<file path="src/rtl/regs_wport_arbiter.sv">
// Write-port controller for an 8x32 register file: round-robin sharing of
// the single write port between two requesters, plus a whole-file fill.
module regs_wport_arbiter #(
   parameter int NREG = 8,
   parameter int AW   = 3,
   parameter int DW   = 32
) (
   input  logic          clk,
   input  logic          cr,
   input  logic          req0,
   input  logic [AW-1:0] addr0,
   input  logic [DW-1:0] data0,
   output logic          ack0,
   input  logic          req1,
   input  logic [AW-1:0] addr1,
   input  logic [DW-1:0] data1,
   output logic          ack1,
   input  logic          fill_start,
   input  logic [DW-1:0] fill_val,
   output logic          fill_busy,
   output logic          fill_done,
   output logic          WE,
   output logic [AW-1:0] Addr_W,
   output logic [DW-1:0] Di
);

   typedef enum logic {S_IDLE, S_FILL} state_t;

   localparam logic [AW-1:0] LAST_A = AW'(NREG - 1);
   localparam logic [AW-1:0] CNT1   = AW'((NREG > 1) ? 1 : 0);

   state_t        state_q;
   logic [AW-1:0] cnt_q;
   logic          last_q;
   logic [DW-1:0] fval_q;

   // Address 0 is written on the start edge itself, so the counter
   // already points at the second address when FILL is entered.
   always_ff @(posedge clk or posedge cr) begin
      if (cr) begin
         state_q   <= S_IDLE;
         cnt_q     <= '0;
         last_q    <= 1'b1;
         fval_q    <= '0;
         ack0      <= 1'b0;
         ack1      <= 1'b0;
         fill_busy <= 1'b0;
         fill_done <= 1'b0;
         WE        <= 1'b0;
         Addr_W    <= '0;
         Di        <= '0;
      end else begin
         ack0      <= 1'b0;
         ack1      <= 1'b0;
         fill_done <= 1'b0;
         unique case (state_q)
            S_IDLE: begin
               if (fill_start) begin
                  state_q   <= S_FILL;
                  fval_q    <= fill_val;
                  cnt_q     <= CNT1;
                  fill_busy <= 1'b1;
                  WE        <= 1'b1;
                  Addr_W    <= '0;
                  Di        <= fill_val;
               end else if (req0 && (!req1 || last_q)) begin
                  WE     <= 1'b1;
                  Addr_W <= addr0;
                  Di     <= data0;
                  ack0   <= 1'b1;
                  last_q <= 1'b0;
               end else if (req1) begin
                  WE     <= 1'b1;
                  Addr_W <= addr1;
                  Di     <= data1;
                  ack1   <= 1'b1;
                  last_q <= 1'b1;
               end else begin
                  WE <= 1'b0;
               end
            end
            S_FILL: begin
               if (Addr_W == LAST_A) begin
                  state_q   <= S_IDLE;
                  cnt_q     <= '0;
                  fill_busy <= 1'b0;
                  fill_done <= 1'b1;
                  WE        <= 1'b0;
               end else begin
                  WE     <= 1'b1;
                  Addr_W <= cnt_q;
                  Di     <= fval_q;
                  if (cnt_q != LAST_A) cnt_q <= cnt_q + 1'b1;
               end
            end
            default: state_q <= S_IDLE;
         endcase
      end
   end

endmodule

</file>
<file path="config.mk">
export PLATFORM = sky130hd
export DESIGN_NAME = regs_wport_arbiter
export DESIGN_NICKNAME = d
export VERILOG_FILES = /design/src/rtl/regs_wport_arbiter.sv
export SDC_FILE = /design/constraint.sdc
export NUM_CORES = 1
export LEC_CHECK = 0
export CORE_ASPECT_RATIO = 0.8
export CORE_UTILIZATION = 45
export CTS_BUF_LIST = sky130_fd_sc_hd__clkbuf_8
export CTS_CLUSTER_SIZE = 12
export DETAILED_ROUTE_END_ITERATION = 7
export GPL_ROUTABILITY_DRIVEN = 0
export HOLD_SLACK_MARGIN = 0.15
export PLACE_DENSITY = 0.82
export SLEW_MARGIN = 0
export SYNTH_ARGS = -nofsm -noshare
export SYNTH_HDL_FRONTEND = slang
export SYNTH_SLANG_ARGS = --single-unit
</file>
<file path="constraint.sdc">
create_clock -name clk -period 2.85 [get_ports clk]
set_clock_uncertainty 0.05 [all_clocks]
set_input_delay 0.285 -clock clk [delete_from_list [all_inputs] [get_ports clk]]
set_output_delay 0.285 -clock clk [all_outputs]
set_load 0.02 [all_outputs]
</file>
==> Word level (Yosys, flattened, before mapping) <==
Cells that the tools add are included.
{ "totals": {"regBits": 77, "input_bits": 107, "out_inout_bits": 40, "word_cells": 64} }
{ "op_classes": {"addsub": 1, "n_eq_ne": 7, "mux": 34, "n_bitwise": 2, "n_reduce_logical": 9} }
{ "ops": {"columns": ["cell", "n"], "rows": [
  ["32-bit two-way mux", 4],
  ["32-bit case mux with 2 select lines", 1],
  ["3-bit two-way mux", 7],
  ["1-bit two-way mux", 17],
  ["3-bit case mux with 2 select lines", 2],
  ["2-bit AND reduction", 4],
  ["1-bit case mux with 2 select lines", 3],
  ["2-bit inequality test (second input constant)", 2],
  ["4-bit inequality test (second input constant)", 1],
  ["3-bit by 1-bit adder with 3-bit output (second input constant)", 1],
  ["3-bit equality test (second input constant)", 1],
  ["3-bit by 1-bit inequality test with 1-bit output (second input constant)", 1],
  ["3-bit inequality test (second input constant)", 1],
  ["3-bit AND reduction", 1],
  ["2-bit by 1-bit inequality test with 1-bit output (second input constant)", 1],
  ["1-bit NOT", 2],
  ["2-bit nonzero test", 1],
  ["1-bit logical AND", 1],
  ["1-bit logical NOT", 1],
  ["1-bit logical OR", 1]
]} }

==> Depth between registers and ports, before layout <==
Gate-level depths: netlist of the first run.
{ "logic_depth": {"ltp_word": 6, "mapped_depth": 7, "ltp_nobuf": 5} }

==> Least setup slack after synthesis of the first run <==
OpenSTA, ideal clock, no wires.
{ "synth_path": {"path_type": "reg-to-reg", "from": "reg Addr_W[2]", "to": "reg Di[10]", "setup_time_ns": 0.082, "t_arrival_ns": 1.381, "required_time_ns": 2.718, "setup_slack_ns": 1.337, "stages_incl_launch_ff": 7, "path_buffers": 2, "period_less_slack_ns": 1.513, "path_cell_list": "dfrtp_1 and3_1 a21oi_1 buf_2 buf_4 nor2_1 a31oi_1"} }
{ "synth_between": {"elab_chain_cells": 3} }
{ "synth_rtl": {"columns": ["element", "line", "source"], "rows": [
  ["from (decl)", "23", "output logic [AW-1:0] Addr_W,"],
  ["from (signal assigned)", "68", "Addr_W <= addr0;"],
  ["from (signal assigned)", "74", "Addr_W <= addr1;"],
  ["from (signal assigned)", "91", "Addr_W <= cnt_q;"],
  ["3-bit equality test", "83", "if (Addr_W == LAST_A) begin"],
  ["2-bit inequality test (no source line)", null, null],
  ["2-bit AND reduction (no source line)", null, null],
  ["to (signal assigned)", "69", "Di <= data0;"],
  ["to (signal assigned)", "75", "Di <= data1;"],
  ["to (signal assigned)", "92", "Di <= fval_q;"],
  ["to (decl)", "24", "output logic [DW-1:0] Di"]
]} }
Every way passes these cells.
A chain may end at the register's enable or synchronous reset.

==> Final worst setup path of the first run <==
{ "layout_path": {"from": "reg last_q", "to": "reg Di[12]"} }
{ "layout_between": {"elab_chain_cells": 5, "word_cells_on_any_way": 7, "classes_between": "1 x eq/ne; 3 x mux; 3 x reduce/logical"} }
{ "layout_rtl": {"columns": ["element", "line", "source"], "rows": [
  ["from (decl)", "34", "logic last_q;"],
  ["from (signal assigned)", "43", "last_q <= 1'b1;"],
  ["from (signal assigned)", "71", "last_q <= 1'b0;"],
  ["from (signal assigned)", "77", "last_q <= 1'b1;"],
  ["1-bit logical OR (*)", "66", "end else if (req0 && (!req1 || last_q)) begin"],
  ["1-bit logical AND (*)", "66", null],
  ["32-bit two-way mux", "66", null],
  ["32-bit two-way mux", "58", "if (fill_start) begin"],
  ["32-bit case mux with 2 select lines", "56", "unique case (state_q)"],
  ["to (signal assigned)", "65", "Di <= fill_val;"],
  ["to (signal assigned)", "69", null],
  ["to (signal assigned)", "75", null]
]} }
Mark *: on every way between the ends. The rest lies on a longest branch, timed or not.

==> results of run 1 <==
registers in the layout (all words and copies together) (netlist names):
signal / cells
WE: 1
ack0: 1
fill_done: 1
state_q: 1
cnt_q: 3
Di: 32
ack1: 1
fval_q: 32
last_q: 1
Addr_W: 3
fill_busy: 1
how the worst min path moves through the flow:
stage / start / to / slack (ns) / cells past startpoint
2_1_floorplan: req1 / last_q / 0.39 / 2
3_3_place_gp: fill_busy / fill_busy / 0.44 / 1
3_5_place_dp: fill_busy / fill_busy / 0.42 / 1
4_1_cts: cr / Addr_W[1] / 0.30 / 2
5_1_grt: cr / Addr_W[1] / 0.32 / 2
6_report: cr / Addr_W[1] / 0.28 / 2
cells by family after synthesis:
logic type | share of synthesized area (%)
AO/OA/AOI/OAI | 20.0
adder cells (fa/ha/maj) | 0.657
buffers and inverters | 5.42
flip-flops | 50.7
multiplexers | 9.76
AND/OR/NAND/NOR | 13.5
routing by layer:
metal | up-vias | share of wire [%]
met3 | 14 | 7.1
met5 | - | 0
met2 | 146 | 48
met4 | 0 | 1.0
met1 | 1712 | 44
li1 | 1620 | -
cell type report:
class | count | area, um^2
clock buffers | 10 | 138
clock inverters | 5 | 75.1
fillers | 629 | 2480
inverters | 4 | 16.3
multi-input cells | 233 | 1700
flip-flops and latches | 77 | 1930
well taps | 108 | 135
repair buffers | 158 | 1590
synthesized netlist by cell type (all sizes together):
master	n	area (um^2)
dfrtp	76	1900
a31oi	65	407
nor2	36	138
a22oi	35	263
mux2	33	372
and4	32	280
buf	22	139
clkbuf	14	52.6
nand2	6	22.5
o21ai	5	25.0
a21oi	4	20.0
inv	4	15.0
o211ai	3	22.5
and3	2	12.5
ha	2	25.0
a21boi	1	7.51
a21o	1	7.51
a32o	1	10.0
and2	1	6.26
dfstp	1	26.3
nand2b	1	6.26
nand3	1	5.00
nand4b	1	8.76
nor2b	1	6.26
nor4	1	21.3
or2	1	6.26
metrics by stage:
stage	cells	cell area [um^2]	power [uW]	worst slack, ns
after CTS	595	5580	5580	0.971
after detailed placement	580	5370	4690	0.648
final	595	5580	5560	0.952
after global routing	595	5580	5920	0.825
after floorplan	350	3810	3630	0.550
after global placement	580	5370	4570	0.735
power groups by stage:
| stage | registers [uW] | logic [uW] | clock network, uW |
|---|---|---|---|
| after floorplan | 2260 | 1370 | 0 |
| after detailed placement | 2020 | 2660 | 0 |
| after global routing | 2080 | 2890 | 953 |
| after global placement | 2000 | 2570 | 0 |
| final | 2010 | 2660 | 892 |
| after CTS | 2010 | 2660 | 912 |
==> impl_results.md, run 1 <==
* Result of the run: completed
* Ratio of routed vias to standard cells at 5.87
* Area inside the core boundary at ~0.0081 mm^2
* Net Count, Synth at 459
* Final setup violation count at 0
* Leading cell type in the layout, fill and taps excluded: clkdlybuf4s50_1
* Number of rows in the core area at 29
* Gate Count Post-Synth at 350
* Clock sink count at 77
* Maximum count of clock buffers along a single path at 2
* Via count of the routed design at 3492
* Critical path start-end classification: flip-flop to flip-flop
* Mean post-synth cell area at 10.9 um^2
* Worst reg2reg setup slack at roughly 0.95 ns
* Clock latency reported for the late side of the worst-skew pair at 0.34 ns
* DR DRC count at 0
* Number of ports placed on the die boundary at about 150
* Most prevalent standard cell on the critical path: a31oi_1
* Combined area of all synthesized cells at between 0.003 and 0.004 mm^2
* Worst setup path startpoint: last_q
* Wire length per cell at 17.7 um
* Met3 track utilization from global routing at 5.51%
* Area Growth Syn to Fin at 46.5%
* Count of final hold-check violations at 0
* Starting density of the core at approximately 47%
* Share of cells above drive strength 1 at between 10% and 20%
* Die height at around 84 um
* Maximum number of pins on one net before global-route repair at between 60 and 70
* Detailed placement HPWL at 7.32 mm
* Violation count after the first detailed-routing iteration at 205
* Number of buffers inserted during clock tree synthesis at 9
* Sw Ratio at approximately 36%
* Crit path arrival time at 2.04 ns
* Part of the total power dissipated in combinational logic at 47.8%
* Cell class contributing the biggest share of worst-path delay: simple AND/OR/NAND/NOR gates
* Global router's overall resource usage at between 20% and 30%
* Vias in the first global route at approximately 3400
* Number of register bits inferred by synthesis at between 70 and 80
* Sw Pwr at 2020 uW
* CTS HTree Levels at 3
* Met1 Usage GRT at 34.0%
* Final antenna diode count at 0
* Count of synthesis-stage warnings from yosys at 0
* Origin of the critical flop-to-flop path: last_q
* Width of the chip at between 100 and 150 um
* Die Footprint at 0.00883 mm^2
* Register area share after synthesis at 50.7%
* CTS root buffer: clkbuf_8
* Global Route met2 Usage at 40.2%
* Lkg Pwr at 0.00224 uW
* Fraction of power consumed by the clock network at 16.0%
* Setup crit end kind: flip-flop
* Min Tclk post-route at 1.90 ns
* Utilization of the core after routing at 69.2%
* Internal power of the cells at approximately 3500 uW
* Antenna violations before repair at 0
* Worst rel slew slack at 57.4%
* Clock edge transition at the registers on the reported setup and hold paths at 0.08 ns
* Routing layer with the top usage in global route: met2
* Crit share post-route at 66.6%
* Slew at the pin closest to its max-slew limit at 0.639 ns
* Slowest CP cell: dfstp_2
* Port-buffer cells at about 150
* Power density of the placed cells at 997 mW/mm^2
* Total wire length after detailed routing at 10.5 mm
* Setup_tns at 0 ns
* Worst hold margin at 0.282 ns
* Maximum ir drop on the vdd rail at 0.482 mV
* Crit-path cells: nand2b_1 -> nand2_1 -> buf_4 -> a31oi_1 -> a31oi_1
* Critical Path Max Stage Delay at 0.55 ns
* Number of buffers inserted by post-CTS setup repair at 0
* Maximum clock frequency at 0.527 GHz
* Commonest cells after routing, fill and taps aside: clkdlybuf4s50_1 (146), dfrtp_1 (75), a31oi_1 (65)
* Setup repair after global routing missed its margin: false
* Remaining antenna violation count at 0
* Worst Hold Class: input pin to async pin
* Capture point of the worst path: Di[12]
* Kind of launch point of the worst setup path: flip-flop
* Wire length of the first global-routing pass at 17.3 mm
* Global route total overflow at 0
* Required time of the worst setup path at 3.00 ns
* Post-CTS Resized at 0
* Nets at slightly below 600
* Buffers plus inverters on the worst setup path at 1
* Max-cap viol count at 0
* Reg-to-reg endpoint: Di[12]
* Register-to-Register Path Depth at 5
* Biggest fanout along the worst timing path at 19
* Share of power burned in registers at 36.2%
* Number of distinct standard cells referenced by the synthesized netlist at 29
* First-pass detailed-route iteration total at 4
* Stages on the worst setup path at 5
* Hold-fix buffers, CTS at 0
* Number of slew-limit violations in the final report at 0
* Clock tree from TritonCTS: built
(Power assumes the default switching activity.)
==> run 2: changes to the inputs <==
clock period = 1.9 ns   (was 2.85 ns; I/O delays follow)
==> run 2 against run 1 <==
  * Critical path depth did not move
  * Sequential power rose by 51%
  * Fmax rose by 15%
  * Largest power group unchanged
==> impl_results.md, run 2 (synthesis gave the netlist of run 1 again) <==
* Result of the run: completed
* Die Footprint at 0.00883 mm^2 (unchanged)
* Fraction of power consumed by the clock network at 18.8% (+2.8 points)
* Die height at 84.3 um (unchanged)
* Sw Ratio at 35.4% (-0.88 points)
* Worst rel slew slack at 70.3% (+13 points)
* Leading cell type in the layout, fill and taps excluded: clkdlybuf4s50_1
* Crit path arrival time at 1.86 ns (-0.18 ns)
* Number of rows in the core area at 29 (unchanged)
* Clock edge transition at the registers on the reported setup and hold paths at 0.08 ns (about the same)
* Number of ports placed on the die boundary at 147 (unchanged)
* Setup crit end kind: flip-flop
* Share of cells above drive strength 1 at 14.8% (+0.87 points)
* Routing layer with the top usage in global route: met2
* Min Tclk post-route at 1.65 ns (-0.245 ns)
* Kind of launch point of the worst setup path: flip-flop
* Number of buffers inserted by post-CTS setup repair at 0 (unchanged)
* Post-CTS Resized at 0 (unchanged)
* CTS root buffer: clkbuf_8
* Part of the total power dissipated in combinational logic at 46.7% (-1.1 points)
* Maximum number of pins on one net before global-route repair at 78 (+18%)
* Area Growth Syn to Fin at 49.9%
* Vias in the first global route at 3294 (-4.2%)
* Wire length per cell at 18.2 um (+3.2%)
* Number of slew-limit violations in the final report at 0 (unchanged)
* Placed cell area at 0.00544 mm^2 (+1.3%)
* Hold-fix buffers, CTS at 0 (unchanged)
* Global router's overall resource usage at 25.1% (+0.27 points)
* CTS HTree Levels at 3 (unchanged)
* Met3 track utilization from global routing at 6.29% (+0.78 points)
* Total Power at 8770 uW (+58%)
* Power density of the placed cells at 1540 mW/mm^2 (+54%)
* Minimum setup slack after placement at 0.0506 ns (-0.598 ns)
* Count of final hold-check violations at 0 (unchanged)
* Regs by FF count: Di (32), fval_q (32)
* Cells after DPL at 584 (+0.69%)
* Via count of the routed design at 3519 (+0.77%)
* DR DRC count at 0 (unchanged)
* Max-cap viol count at 0 (unchanged)
* Width of the chip at 105 um (unchanged)
* Met1 Usage GRT at 35.6% (+1.7 points)
* Internal power of the cells at 5670 uW (+60%)
* Post-route insts no fill at 600 (+0.84%)
* Worst Hold Class: input pin to async pin
* Violation count after the first detailed-routing iteration at 191 (-6.8%)
* Share of power burned in registers at 34.5% (-1.7 points)
* Commonest cells after routing, fill and taps aside: clkdlybuf4s50_1 (146), dfrtp_1 (75), a31oi_1 (65)
* Clock tree from TritonCTS: built
* Clock latency reported for the late side of the worst-skew pair at 0.34 ns (about the same)
* Remaining antenna violation count at 0 (unchanged)
* Port-buffer cells at 146 (unchanged)
* Required time of the worst setup path at 2.11 ns (-0.89 ns)
* Lkg Pwr at 0.00230 uW (+2.5%)
* First-pass detailed-route iteration total at 5 (+1)
* Setup repair after global routing missed its margin: false
* Ratio of routed vias to standard cells at 5.87 (about the same)
* Crit share post-route at 87.0% (+20 points)
* Wire length of the first global-routing pass at 17.3 mm (+0.12%)
* Nets at 596 (+0.68%)
* Maximum ir drop on the vdd rail at 0.752 mV (+56%)
* Total wire length after detailed routing at 10.9 mm (+4.0%)
* Area inside the core boundary at 0.00806 mm^2 (unchanged)
* Sw Pwr at 3100 uW (+54%)
* Antenna violations before repair at 0 (unchanged)
* Number of buffers inserted during clock tree synthesis at 9 (unchanged)
* Critical path start-end classification: flip-flop to flip-flop
* Slew at the pin closest to its max-slew limit at 0.445 ns (-0.194 ns)
* Post-layout worst setup margin at 0.247 ns (-0.705 ns)
* Fin area at 0.00571 mm^2 (+2.3%)
* Final setup violation count at 0 (unchanged)
* Number of fill cells in the layout at 607 (-3.5%)
* Maximum count of clock buffers along a single path at 2 (unchanged)
* Biggest fanout along the worst timing path at 56 (+37)
* Final antenna diode count at 0 (unchanged)
* Global route total overflow at 0 (unchanged)
* Starting density of the core at 47.3% (unchanged)
* Global Route met2 Usage at 39.7% (-0.48 points)
* Clock sink count at 77 (unchanged)
* Maximum clock frequency at 0.605 GHz (+15%)
* Setup_tns at 0 ns (unchanged)
* Detailed placement HPWL at 7.39 mm (+0.91%)
[run 2: final timing paths]
check	start	to	slack [ns]	depth (start not counted)
hold reg to reg	fill_busy	fill_busy	0.46	1
setup reg to reg	state_q	Di[14]	0.25	5
min in group clk	fill_val[8]	fval_q[8]	0.43	2
hold / removal	cr	Addr_W[0]	0.23	3
max in group asynchronous	cr	last_q	1.18	3
setup / recovery	state_q	Di[14]	0.25	5
[run 2: power by group through the flow]
stage / clock (uW) / sequential (uW) / combinational [uW]
finish: 1650 / 3030 / 4100
CTS: 1680 / 3020 / 4100
floorplan: 0 / 3390 / 2060
detailed placement: 0 / 3040 / 4080
global placement: 0 / 3000 / 3960
global route: 1750 / 3130 / 4410
[run 2: stage by stage]
| step | hold slack (ns) | utilization, % |
|---|---|---|
| 3_5_place_dp | 0.447 | 67.5 |
| 4_1_cts | 0.268 | 70.8 |
| 3_3_place_gp | 0.415 | 67.5 |
| 2_1_floorplan | 0.291 | - |
| 5_1_grt | 0.288 | 70.8 |
| 6_report | 0.232 | 70.8 |
[run 2: critical path: stages, from the launching register on]
cell     delay, ns
dfrtp_2       0.58
nor2_4        0.20
buf_12        0.25
and4_1        0.22
a31oi_1       0.05
a31oi_1       0.21
[run 2: metal layers]
layer  vias to the layer above  wire, um
li1                       1627         -
met2                       167      5170
met4                         0        48
met3                         6       793
met1                      1719      4940
met5                         -         0
[run 2: area by class of cell]
type | count | area (um^2) | area share, %
inverter | 4 | 18.8 | 0.329
tap | 108 | 135 | 2.37
multi-input combinational | 233 | 1700 | 29.7
timing repair buffer | 162 | 1660 | 29.0
sequential | 77 | 1930 | 33.8
clock inverter | 6 | 134 | 2.35
clock buffer | 10 | 138 | 2.41
